<file path="src/rtl/mem_stage_pkg.sv">
// Shared size encodings, FSM state type and lane helpers for the MEM-stage access block.
package mem_stage_pkg;

  localparam logic [1:0] SZ_BYTE = 2'b00;
  localparam logic [1:0] SZ_HALF = 2'b01;
  localparam logic [1:0] SZ_WORD = 2'b10;

  typedef enum logic {
    ST_IDLE   = 1'b0,
    ST_ACCESS = 1'b1
  } state_t;

  // Half accesses only look at a[1]; a misaligned a[0] is simply dropped.
  function automatic logic [3:0] byte_enable(input logic [1:0] size, input logic [1:0] lo);
    case (size)
      SZ_BYTE: byte_enable = 4'b0001 << lo;
      SZ_HALF: byte_enable = 4'b0011 << {lo[1], 1'b0};
      default: byte_enable = 4'b1111;
    endcase
  endfunction

  function automatic logic [31:0] lane_replicate(input logic [1:0] size, input logic [31:0] rt);
    case (size)
      SZ_BYTE: lane_replicate = {4{rt[7:0]}};
      SZ_HALF: lane_replicate = {2{rt[15:0]}};
      default: lane_replicate = rt;
    endcase
  endfunction

endpackage

</file>
<file path="src/rtl/load_aligner.sv">
// Picks the addressed byte/half lane out of a little-endian read word and extends it to 32 bits.
module load_aligner
  import mem_stage_pkg::*;
(
  input  logic [31:0] rdata,
  input  logic [1:0]  lo,
  input  logic [2:0]  size,
  output logic [31:0] data
);

  logic [7:0]  lane_b;
  logic [15:0] lane_h;

  always_comb begin
    case (lo)
      2'd0:    lane_b = rdata[7:0];
      2'd1:    lane_b = rdata[15:8];
      2'd2:    lane_b = rdata[23:16];
      default: lane_b = rdata[31:24];
    endcase
    lane_h = lo[1] ? rdata[31:16] : rdata[15:0];
    case (size[1:0])
      SZ_BYTE: data = size[2] ? {24'd0, lane_b} : {{24{lane_b[7]}}, lane_b};
      SZ_HALF: data = size[2] ? {16'd0, lane_h} : {{16{lane_h[15]}}, lane_h};
      default: data = rdata;
    endcase
  end

endmodule

</file>
<file path="src/rtl/mem_stage_access.sv">
// MEM-stage data-memory access: req/ack handshake with stall, timeout abort, MEM/WB register.
// Optional MEM_MISALIGN_TRAP_EN: misaligned half/word accesses are trapped via o_misalign.
module mem_stage_access
  import mem_stage_pkg::*;
#(
  parameter int NBITS   = 32,
  parameter int RBITS   = 5,
  parameter int TIMEOUT = 16
) (
  input  logic             i_clk,
  input  logic             i_rst,
  input  logic [NBITS-1:0] MEM_result,
  input  logic [NBITS-1:0] MEM_Rt,
  input  logic [RBITS-1:0] MEM_rd,
  input  logic             MEM_memtoreg,
  input  logic             MEM_memread,
  input  logic             MEM_memwrite,
  input  logic             MEM_regwrite,
  input  logic [4:0]       MEM_sizecontrol,
  output logic             o_dm_req,
  output logic             o_dm_we,
  output logic [NBITS-1:0] o_dm_addr,
  output logic [NBITS-1:0] o_dm_wdata,
  output logic [3:0]       o_dm_be,
  input  logic             i_dm_ack,
  input  logic [NBITS-1:0] i_dm_rdata,
  output logic             o_stall,
  output logic             o_bus_err,
`ifdef MEM_MISALIGN_TRAP_EN
  output logic             o_misalign,
`endif
  output logic [NBITS-1:0] WB_readdata,
  output logic [NBITS-1:0] WB_result,
  output logic [RBITS-1:0] WB_rd,
  output logic             WB_memtoreg,
  output logic             WB_regwrite
);

  localparam int CW = $clog2(TIMEOUT) + 1;

  state_t            state, next_state;
  logic [CW-1:0]     cnt;
  logic              mem_op, misaligned, start, timeout;
  logic [NBITS-1:0]  addr_p1, wdata_p1, aligned;
  logic [3:0]        be_p1;
  logic              we_p1;
  logic [1:0]        lo_p1;
  logic [2:0]        size_p1;
  logic              unused_size;

  assign unused_size = ^MEM_sizecontrol[4:3];
  assign mem_op      = MEM_memread | MEM_memwrite;

`ifdef MEM_MISALIGN_TRAP_EN
  assign misaligned = mem_op &&
                      ((MEM_sizecontrol[1:0] == SZ_HALF && MEM_result[0]) ||
                       (MEM_sizecontrol[1] && MEM_result[1:0] != 2'b00));
`else
  assign misaligned = 1'b0;
`endif

  assign start   = mem_op & ~misaligned;
  assign timeout = (state == ST_ACCESS) && !i_dm_ack && (cnt == CW'(TIMEOUT - 1));

  always_ff @(posedge i_clk or negedge i_rst) begin
    if (!i_rst) state <= ST_IDLE;
    else        state <= next_state;
  end

  always_comb begin
    next_state = state;
    case (state)
      ST_IDLE:   if (start) next_state = ST_ACCESS;
      ST_ACCESS: if (i_dm_ack || timeout) next_state = ST_IDLE;
      default:   next_state = ST_IDLE;
    endcase
  end

  // Stall is masked by reset so the pipeline is released the instant reset asserts.
  always_comb begin
    o_dm_req = (state == ST_ACCESS);
    o_dm_we  = (state == ST_ACCESS) & we_p1;
    o_stall  = i_rst && (((state == ST_IDLE) && start) || ((state == ST_ACCESS) && !i_dm_ack));
  end

  assign o_dm_addr  = addr_p1;
  assign o_dm_wdata = wdata_p1;
  assign o_dm_be    = be_p1;

  always_ff @(posedge i_clk or negedge i_rst) begin
    if (!i_rst) cnt <= '0;
    else if ((state == ST_ACCESS) && (next_state == ST_ACCESS)) cnt <= cnt + 1'b1;
    else cnt <= '0;
  end

  // p1: request fields captured on IDLE->ACCESS and held for the whole access
  always_ff @(posedge i_clk or negedge i_rst) begin
    if (!i_rst) begin
      addr_p1  <= '0;
      wdata_p1 <= '0;
      be_p1    <= '0;
      we_p1    <= 1'b0;
      lo_p1    <= '0;
      size_p1  <= '0;
    end else if ((state == ST_IDLE) && start) begin
      addr_p1  <= {MEM_result[NBITS-1:2], 2'b00};
      wdata_p1 <= lane_replicate(MEM_sizecontrol[1:0], MEM_Rt);
      be_p1    <= byte_enable(MEM_sizecontrol[1:0], MEM_result[1:0]);
      we_p1    <= MEM_memwrite;
      lo_p1    <= MEM_result[1:0];
      size_p1  <= MEM_sizecontrol[2:0];
    end
  end

  load_aligner u_load_aligner (
    .rdata (i_dm_rdata),
    .lo    (lo_p1),
    .size  (size_p1),
    .data  (aligned)
  );

  // MEM/WB boundary: load on pass-through or ack, otherwise emit a bubble
  always_ff @(posedge i_clk or negedge i_rst) begin
    if (!i_rst) begin
      WB_readdata <= '0;
      WB_result   <= '0;
      WB_rd       <= '0;
      WB_memtoreg <= 1'b0;
      WB_regwrite <= 1'b0;
      o_bus_err   <= 1'b0;
    end else begin
      o_bus_err <= timeout;
      if ((state == ST_IDLE) && !start) begin
        WB_result   <= MEM_result;
        WB_rd       <= MEM_rd;
        WB_memtoreg <= MEM_memtoreg & ~misaligned;
        WB_regwrite <= MEM_regwrite & ~misaligned;
      end else if ((state == ST_ACCESS) && i_dm_ack) begin
        WB_readdata <= aligned;
        WB_result   <= MEM_result;
        WB_rd       <= MEM_rd;
        WB_memtoreg <= MEM_memtoreg;
        WB_regwrite <= MEM_regwrite;
      end else begin
        WB_memtoreg <= 1'b0;
        WB_regwrite <= 1'b0;
      end
    end
  end

`ifdef MEM_MISALIGN_TRAP_EN
  always_ff @(posedge i_clk or negedge i_rst) begin
    if (!i_rst) o_misalign <= 1'b0;
    else        o_misalign <= (state == ST_IDLE) && misaligned;
  end
`endif

endmodule
</file>
<file path="config.mk">
export PLATFORM = sky130hd
export DESIGN_NAME = mem_stage_access
export DESIGN_NICKNAME = d
export VERILOG_FILES = /design/src/rtl/mem_stage_pkg.sv /design/src/rtl/load_aligner.sv /design/src/rtl/mem_stage_access.sv
export SDC_FILE = /design/constraint.sdc
export NUM_CORES = 1
export LEC_CHECK = 0
export ABC_AREA = 1
export CORE_MARGIN = 2
export CORE_UTILIZATION = 49
export DETAILED_ROUTE_END_ITERATION = 6
export GPL_TIMING_DRIVEN = 0
export PLACE_DENSITY = 0.87
export SYNTH_ARGS = -nofsm -noshare
export SYNTH_HDL_FRONTEND = slang
export SYNTH_HIERARCHICAL = 1
export SYNTH_SLANG_ARGS = --single-unit
export TNS_END_PERCENT = 50
</file>
<file path="constraint.sdc">
create_clock -name i_clk -period 4.14 [get_ports i_clk]
set_input_delay 1.035 -clock i_clk [delete_from_list [all_inputs] [get_ports i_clk]]
set_output_delay 1.035 -clock i_clk [all_outputs]
set_load 0.005 [all_outputs]
</file>
# Yosys cells after proc, flatten, opt, wreduce, memory -nomap -nowiden
# Cells that the tools add are included.
# word_totals
in_bits	113
wordCells	61
register_bits	150
# classes
n_eq_ne	5
addsub	1
n_reduce_logical	16
muxes	19
n_bitwise	4
n_shift	2
# ops
op	count
two-way mux 32 bit	4
case mux 32 bit (2 select lines)	2
case mux 8 bit (3 select lines)	1
two-way mux 16 bit	1
two-way mux 5 bit	3
case mux 4 bit (2 select lines)	1
logical AND 1 bit	7
equality test 2 x 1 -> 1 bit (second input constant)	3
zero test 2 bit	3
two-way mux 1 bit	6
adder 5 x 1 -> 5 bit (second input constant)	1
equality test 5 x 4 -> 1 bit (second input constant)	1
<< shifter 1 x 2 -> 4 bit (first input constant)	1
<< shifter 2 x 2 -> 4 bit (first input constant)	1
equality test 2 bit (second input constant)	1
zero test 1 bit	2
logical OR 1 bit	2
inverter 1 bit	2
case mux 1 bit (2 select lines)	1
AND reduction 2 bit	1
nonzero test 2 bit	1
bitwise AND 1 bit	1
bitwise OR 1 bit	1

# Logic depth before layout (Yosys ltp)
# Gate-level depths: netlist (run 1).
# logic_depth
ltp_word	8
mapped_depth	9
mapped_depth_nobuf	8

# Cells and area by module
# Netlist (run 1), hierarchy kept.
# modules_own_cells
mod	n_inst	area_each_um2	cells_per_inst	seq_area_each_um2
mem_stage_access	1	6178.4	739	3753.6
load_aligner	1	878.3	157	0.0

# Worst setup path after synthesis (run 1)
# OpenSTA, ideal clock, no wires.
# synth_timing
path_kind	input -> output
from	input port i_dm_ack
to	output port o_stall
arrival_ns	1.644
required_ns	3.105
slack_ns	1.461
path_stages	5
path_cell_list	buf_2 nand2_2 nand2_1 buf_2 nor2_1
# synth_between
elab_chain_len	4
# synth_rtl
item	line_no	text
start, declared	mem_stage_access.sv:25	input logic i_dm_ack,
zero test 1 bit	mem_stage_access.sv:83	o_stall = i_rst && (((state == ST_IDLE) && start) || ((state == ST_ACCESS) && !i_dm_ack));
logical AND 1 bit	mem_stage_access.sv:83	
logical OR 1 bit	mem_stage_access.sv:83	
logical AND 1 bit	mem_stage_access.sv:83	
end, declared	mem_stage_access.sv:27	output logic o_stall,
# No other way between the ends.

# Worst setup path in the final report (run 1)
# layout_timing
from	input port MEM_memread
to	output port o_stall
# layout_between
elab_chain_len	4
# layout_rtl
item	line_no	text
start, declared	mem_stage_access.sv:16	input logic MEM_memread,
bitwise OR 1 bit	mem_stage_access.sv:52	assign mem_op = MEM_memread | MEM_memwrite;
logical AND 1 bit	mem_stage_access.sv:83	
logical OR 1 bit	mem_stage_access.sv:83	
logical AND 1 bit	mem_stage_access.sv:83	
# No other way between the ends.

==> results.cfg, run 1 <==
[sta]
timing_max_transition_violations_final = 0
finalCriticalPeriod_ps = 3670
worst_pin_slew_ps = 792
worst_hold_slack_across_all_endpoints_ps = 470
setup_repair_after_global_routing_missed_its_margin = no
slew-limit-headroom_pct = 47.2
final_hold_viol_count = 0
fmax_mhz = 272
setup-violations-final = 0
final_worst_path_period_share_pct = 88.7
worst_clock_skew_ps = 5.81

[route]
drt-initial-drc-count = 510
route.vias.total = 7045
routed_len_inst_um = 16.4
drt_first_pass_iters = 7
post-route-drc-count = 0
drt_wl_total_um = 22300
detail-route-antenna-nets = 0
post_drt_via_cell_ratio = 5.18

[floorplan]
die-area_um2 = 15400
die_w_um = 124
core_area_um2 = 14000
std_cell_rows = 43
ioPinCount = 256
die_y_um = 124
floorplan.initialDensity_pct = 50.4

[cts]
cts-resized-gates = 0
cts-buffers-inserted = 17
cts.root.buffer_cell = clkbuf_16
clk_transition_reported_paths_ps = 60
tritoncts = done
clock_path_buffers = 2
clock_insertion_delay_worst_skew_ps = 420
number_of_buffers_inserted_to_repair_setup_after_cts = 0
cts_hold_buffers = 0
ctsHtreeMaxLevel = 4
tritoncts_num_sinks = 150

[place]
port-buffer-count = 249
gp_congestion = 0.908
detailedPlacementHpwl_um = 16300

[global_route]
grt_pass1_wl_um = 34100
initial_antenna_violation_count = 0
grt_overflow_total = 0
track_usage_pct = 29.2
first_global_vias = 6834
grt_start_max_net_pins = 89

[run_status]
status = completed

[layout]
count_of_nets_after_finishing = 1281
final_layout_size_suffix_gt1_share_pct = 9.41
n_antenna_cell = 0
areaGrowthSynthToFinish_pct = 47.3
nFillCells = 1039

[synth]
cell_with_the_most_instances_after_synthesis = nand2_1
post_synth_main_area_contributors = dfrtp_1, nand2_1, nand3_1
yosys_warning_count = 6
synth_seq_cells = 150
post_synth_edffs = 0
yosysSeqAreaShare_pct = 53.2
synth_ff_type = dfrtp_1
postSynth.asyncResetShare_pct = 100
ys_types = 29
syn_avg_cell_area_um2 = 7.88
post_synthesis_instance_area_um2 = 7060
netlist.top_cell.by_area = dfrtp_1
syn_inst_count = 896
most_instantiated_cells_after_synthesis = nand2_1, dfrtp_1, nand3_1
synth_top_area_share_pct = 53.2

[worst_setup_path]
critical_path_required_ps = 3110
cp-start-kind = input pin
timing.critical_path.arrival_ps = 2640
worst_r2r_path_depth = 8
critical_path_peak_fanout = 10
endpoint_kind = primary output
crit_type = input pin to primary output

[pwr]
power_mw = 5.18
ir_worst_vdd_uv = 298
cellPowerDensity_nw_per_um2 = 499
total_leakage_power_nw = 5.33

[hold_path]
hold_depth = 2
min-delay-path-class = register to register

[run]
cap_viol_max_count = 0
## cell usage in the layout, fill, tap and decap left out, types with 3 or more instances in the layout
| cell | n |
|---|---|
| buf_4 | 6 |
| clkbuf_1 | 14 |
| dfrtp_1 | 150 |
| nand2_1 | 512 |
| o211ai_1 | 7 |
| clkinvlp_4 | 5 |
| nand4_1 | 8 |
| nand3_1 | 63 |
| inv_2 | 7 |
| inv_1 | 24 |
| nand2_2 | 4 |
| a21oi_1 | 8 |
| clkinv_2 | 3 |
| buf_2 | 24 |
| o21ai_0 | 14 |
| clkdlybuf4s50_1 | 248 |
| nor2_1 | 13 |
| clkbuf_16 | 17 |
| buf_6 | 6 |
| nand3_2 | 21 |
## power by group
part	internal, mW	switching [mW]
sequential	1.79	0.196
combinational	0.899	0.758
clock	0.907	0.637
total	3.59	1.59
## final cells by class
type	instances	area [µm²]	area share [%]
flip-flops and latches	150	3750	36.1
multi-input cells	663	2870	27.6
repair buffers	250	2520	24.3
clock buffers	18	439	4.22
plain buffers	52	318	3.06
well taps	180	225	2.17
clock inverters	14	150	1.44
inverters	32	123	1.18
## state kept, by name (all words and copies together) (netlist names)
name,flops
o_dm_wdata,32
o_dm_req,1
WB_readdata,32
o_bus_err,1
WB_rd,5
o_dm_be,4
o_dm_addr,30
we_p1,1
size_p1,3
WB_regwrite,1
WB_result,32
cnt,5
lo_p1,2
WB_memtoreg,1
## critical path, cell delays in order
cell             delay (ps)
clkdlybuf4s50_1         470
nor2_2                  180
nand2_1                  90
nand2_1                 120
buf_2                   240
nor2_1                   60
clkdlybuf4s50_1         440
## cell families after synthesis
kind of cell	Yosys count	synth area share, %
flops	150	53.2
buf+inv	84	6.24
other cells	1	0.0531
compound gates	31	2.59
simple gates	628	37.6
fa+ha+maj	2	0.355
## metrics by stage
stage	TNS, ps	area (µm²)	instances	utilization, %	setup slack [ps]
after floorplan	0	7060	897	-	1460
after global placement	-596610	9780	1326	69.9	-4190
after detailed placement	0	9810	1327	70.1	480
after CTS	0	10400	1359	74.3	465
after global routing	0	10400	1359	74.3	366
final	0	10400	1359	74.3	469
## layer usage
layer	global-route usage (%)	vias up	routed length [µm]	part of all wire, %
li1	-	3336	-	-
met1	34.0	3291	8390	38
met2	48.4	348	10800	48
met3	10.1	70	2290	10
met4	14.2	0	827	3.7
met5	0	-	0	0
## final timing paths
check / from / to / slack [ps]
worst max-delay path: MEM_memread / o_stall / 470
worst min-delay path: WB_readdata[16] / WB_readdata[16] / 470
worst max register to register: lo_p1[1] / WB_readdata[1] / 2530
worst min register to register: WB_readdata[16] / WB_readdata[16] / 470
max in group asynchronous: i_rst / o_dm_wdata[14] / 2670
min in group asynchronous: i_rst / WB_readdata[29] / 690
(Power assumes the default switching activity.)
==> run 2: changes to the inputs <==
--- a/config.mk
+++ b/config.mk
@@ -10,7 +10,8 @@
 export CORE_UTILIZATION = 49
 export DETAILED_ROUTE_END_ITERATION = 6
 export GPL_TIMING_DRIVEN = 0
-export PLACE_DENSITY = 0.87
+export MAX_ROUTING_LAYER = met4
+export PLACE_DENSITY_LB_ADDON = 0.1
 export SYNTH_ARGS = -nofsm -noshare
 export SYNTH_HDL_FRONTEND = slang
 export SYNTH_HIERARCHICAL = 1
==> run 2 against run 1 <==
Sequential share of layout area decreased by 0.13 points. Critical path depth is the same. Combinational power about the same. Global-route usage down 0.71 points. First-iteration DRC count rose by 5.1%. Register-to-register slack about the same. Power is 1.3% higher. Final cell count unchanged. Clock power up 6%. Highest routed layer unchanged.
==> results.cfg, run 2 (synthesis gave the netlist of run 1 again) <==
[run_status]
status = completed

[pwr]
cellPowerDensity_nw_per_um2 = 503
total_leakage_power_nw = 5.36
ir_worst_vdd_uv = 286
power_mw = 5.25

[cts]
clock_insertion_delay_worst_skew_ps = 430
number_of_buffers_inserted_to_repair_setup_after_cts = 0
clock_path_buffers = 2
tritoncts_num_sinks = 150
cts.root.buffer_cell = clkbuf_16
cts-resized-gates = 0
clk_transition_reported_paths_ps = 60
cts-buffers-inserted = 17
ctsHtreeMaxLevel = 4
tritoncts = done
cts_hold_buffers = 0

[floorplan]
die_y_um = 124
std_cell_rows = 43
die_w_um = 124
die-area_um2 = 15400
core_area_um2 = 14000
ioPinCount = 256
floorplan.initialDensity_pct = 50.4

[sta]
setup_repair_after_global_routing_missed_its_margin = no
fmax_mhz = 272
final_hold_viol_count = 0
setup_tns_ps = 0
finalCriticalPeriod_ps = 3680
worst_hold_slack_across_all_endpoints_ps = 469
slew-limit-headroom_pct = 63.8
worst_pin_slew_ps = 543
final_worst_path_period_share_pct = 88.9
timing.final.ws_setup_ps = 462
setup-violations-final = 0
worst_clock_skew_ps = 10.1
timing_max_transition_violations_final = 0

[layout]
final_layout_size_suffix_gt1_share_pct = 9.33
areaGrowthSynthToFinish_pct = 47.8
layout.cells.most_common_list = nand2_1, clkdlybuf4s50_1, dfrtp_1, nand3_1
n_antenna_cell = 0
nFillCells = 1090
count_of_nets_after_finishing = 1281
final-seq-area_um2 = 3750
multi_input_comb_area_um2 = 2870
mostFrequentLayoutCell = nand2_1

[global_route]
grt_overflow_total = 0
first_global_vias = 6449
grt_pass1_wl_um = 32300
grt_start_max_net_pins = 96
track_usage_pct = 28.5
initial_antenna_violation_count = 0

[route]
drt-initial-drc-count = 536
post_drt_via_cell_ratio = 5.02
route.vias.total = 6827
drt_wl_total_um = 20900
post-route-drc-count = 0
drt_first_pass_iters = 5
routed_len_inst_um = 15.4
detail-route-antenna-nets = 0

[place]
port-buffer-count = 249
dp_worst_setup_slack_ps = 432
detailedPlacementHpwl_um = 15300
gp_congestion = 0.901

[worst_setup_path]
critPathTopFamily = buffers and inverters
endpoint_kind = primary output
crit_type = input pin to primary output
delay_of_the_slowest_cell_on_the_worst_path_ps = 450
cp-start-kind = input pin
timing.critical_path.arrival_ps = 2640
crit_path_cell_trace = clkdlybuf4s50_1 -> nor2_2 -> nand2_1 -> nand2_1 -> buf_2 -> nor2_1 -> clkdlybuf4s50_1
cp_slowest_cell = clkdlybuf4s50_1
critical_path_required_ps = 3110
critical_path_buf_inv_count = 3
critical_path_peak_fanout = 10
setup.reg_to_reg.worst_slack_ps = 2530

[hold_path]
min-delay-path-class = register to register

[run]
cap_viol_max_count = 0
-- run 2: cell count changes in the layout (fill, tap and decap cells not counted), sizes merged --
cell,delta
bufinv,+1
clkbuf,+2
clkinv,+1
clkinvlp,-4
-- run 2: report_power, final --
group	switching, mW	internal [mW]	total, mW
logic	0.745	0.899	1.64
registers	0.187	1.79	1.97
clock network	0.642	0.993	1.64
total	1.57	3.68	5.25
-- run 2: worst min-delay path, cell delays in order, from the launching register on --
cell     delay [ps]
dfrtp_1         340
nand2_1          50
nand2_1          40
-- run 2: final timing paths --
| path | endpoint | depth (start not counted) | from |
|---|---|---|---|
| max in group asynchronous | o_dm_addr[31] | 2 | i_rst |
| max | o_stall | 7 | MEM_memwrite |
| min reg2reg | WB_readdata[3] | 2 | WB_readdata[3] |
| min | WB_readdata[3] | 2 | WB_readdata[3] |
| max reg2reg | WB_readdata[2] | 8 | lo_p1[1] |
| min in group asynchronous | WB_readdata[5] | 1 | i_rst |
-- run 2: per-layer routing --
| metal | routed length (µm) | GRT usage (%) |
|---|---|---|
| met3 | 1600 | 7.23 |
| met1 | 8810 | 36.2 |
| met2 | 9940 | 44.6 |
| met4 | 511 | 10.3 |
| met5 | 0 | - |
-- run 2: cell type report --
| class | instances | share of cell area, % |
|---|---|---|
| Sequential cell | 150 | 36.0 |
| Multi-Input combinational cell | 663 | 27.5 |
| Timing Repair Buffer | 250 | 24.2 |
| Clock buffer | 20 | 4.38 |
| Buffer | 52 | 3.05 |
| Tap cell | 180 | 2.16 |
| Clock inverter | 12 | 1.62 |
| Inverter | 32 | 1.18 |
-- run 2: through the flow --
step                      std cells  utilization [%]  cell area [µm²]
after global routing           1359             74.6            10400
final                          1359             74.6            10400
after CTS                      1359             74.6            10400
after detailed placement       1327             70.1             9810
after floorplan                 897                -             7060
after global placement         1326             69.9             9780
==> RTL change (settings of run 2) <==
The option `MEM_MISALIGN_TRAP_EN` is turned on by a define.
--- a/src/rtl/mem_stage_access.sv
+++ b/src/rtl/mem_stage_access.sv
@@ -1,5 +1,7 @@
 // MEM-stage data-memory access: req/ack handshake with stall, timeout abort, MEM/WB register.
 // Optional MEM_MISALIGN_TRAP_EN: misaligned half/word accesses are trapped via o_misalign.
+`define MEM_MISALIGN_TRAP_EN
+
 module mem_stage_access
   import mem_stage_pkg::*;
 #(
Formal check against the unedited RTL (old outputs only; new: o_misalign): not equivalent (Yosys sat finds a counterexample within 4 cycles, from zero or initial values and one cycle with i_rst low).
==> RTL change against run 2 <==
  * Power increased by 20%
  * Sequential cell count increased by 1
  * Setup slack got worse by 0.30 ns
  * Die area decreased by 0.72%
  * First-iteration DRC count decreased by 25%
  * Sequential power increased by 15%
  * Combinational power increased by 51%
  * Final area decreased by 0.47%
  * Routed wire length decreased by 2.3%
  * Sequential share of layout area increased by 0.41 points
  * Critical path type unchanged
  * Synthesized area decreased by 0.74%
  * Utilization decreased by 0.062 points
==> RTL change: results (changes against run 2) <==
set qor(detail_route.wirelength.met1_um) 8500 ;# was 8810 um
set qor(critical_path.reg2reg.startpoint) {o_dm_req} ;# was lo_p1[1]
set qor(fillers) 1068 ;# was 1,090
set qor(global_routing_usage_on_met1_pct) 35.1 ;# was 36.2%
set qor(slowest_delay_ns) 0.56 ;# was 0.45 ns
set qor(fraction_of_final_layout_cells_sized_beyond_drive_strength_1_pct) 12.6 ;# was 9.33%
set qor(grt_start_max_net_pins) 93 ;# was 96
set qor(setup_crit_start) {MEM_result[0]} ;# was MEM_memwrite
set qor(grt_first_pass_wirelength_um) 31400 ;# was 32,300 um
set qor(timing.slew.headroom_pct) 54.5 ;# was 63.8%
set qor(pre_cts_ws_ns) 0.0476 ;# was 0.432 ns
set qor(drt_first_iter_violations) 403 ;# was 536
set qor(run_status) {complete, no violations} ;# unchanged
set qor(min_from) {WB_result[29]} ;# was WB_readdata[3]
set qor(non_filler_instances) 1274 ;# was 1,359
set qor(synth_compound_area_share_pct) 4.36 ;# was 2.59%
set qor(met2_wirelength_um) 9930 ;# was 9940 um
set qor(synthTopCellsByCount) {nand2_1 (377), dfrtp_1 (151), nand3_1 (54)} ;# was nand2_1 (512), dfrtp_1 (150), nand3_1 (63)
set qor(area_of_combinational_cells_with_multiple_inputs_mm2) 0.00280 ;# was 0.00287 mm^2
set qor(crit-reg2reg-capture) {WB_result[23]} ;# was WB_readdata[2]
set qor(dpl_hpwl_um) 14900 ;# was 15,300 um
set qor(r2r_cells) 5 ;# was 8
set qor(adder_cell_area_share_of_the_yosys_netlist_pct) 0.357 ;# was 0.355%
set qor(use_met2_pct) 43.6 ;# was 44.6%
set qor(first_global_vias) 6318 ;# was 6,449
set qor(min_delay_worst_endpoint) {WB_result[29]} ;# was WB_readdata[3]
set qor(grtUsageMet3_pct) 7.98 ;# was 7.23%
set qor(placement.io_buffers) 252 ;# was 249
set qor(ir_drop_uv) 313 ;# was 286 uV
set qor(cp_data_arrival_time_ns) 2.95 ;# was 2.64 ns
set qor(netlist_top_cells_area) {dfrtp_1 (54%), nand2_1 (20%), mux2_2 (5.1%)} ;# was dfrtp_1 (53%), nand2_1 (27%), nand3_1 (4.5%)
set qor(fin_worst_skew_ns) 0.00835 ;# was 0.0101 ns
set qor(detail_route.wl_per_cell_um) 16.0 ;# was 15.4 um
set qor(fin_hold_ws_ns) 0.468 ;# was 0.469 ns
set qor(dp.cells) 1242 ;# was 1,327
set qor(layout_worst_path_cycle_share_pct) 96.2 ;# was 88.9%
set qor(synth.distinct_cells) 32 ;# was 29
## RTL change: changes by cell type in the layout (fill, tap and decap cells not counted), sizes merged, moves of 2 or more
| cell | run 2 | this run |
|---|---|---|
| o21ai | 15 | 25 |
| mux2 | 0 | 32 |
| clkbuf | 34 | 28 |
| nand3 | 85 | 76 |
| nor2 | 16 | 20 |
| inv | 35 | 45 |
| nor3b | 1 | 3 |
| nand2 | 516 | 383 |
| nand4 | 9 | 2 |
| clkdlybuf4s50 | 248 | 251 |
| buf | 40 | 36 |
| a21oi | 8 | 21 |
| bufinv | 3 | 1 |
## RTL change: power by group
group	internal (mW)	total, mW	switching, mW
Clock	0.872	1.55	0.680
Combinational	1.42	2.48	1.07
Sequential	1.97	2.27	0.292
Total	4.26	6.30	2.04
## RTL change: layout make-up
type | instances | area share (%)
clock inverter | 14 | 1.52
multi-input combinational | 577 | 27.0
tap | 180 | 2.17
timing repair buffer | 253 | 24.6
inverter | 37 | 1.36
buffer | 44 | 2.76
sequential | 151 | 36.4
clock buffer | 18 | 4.23
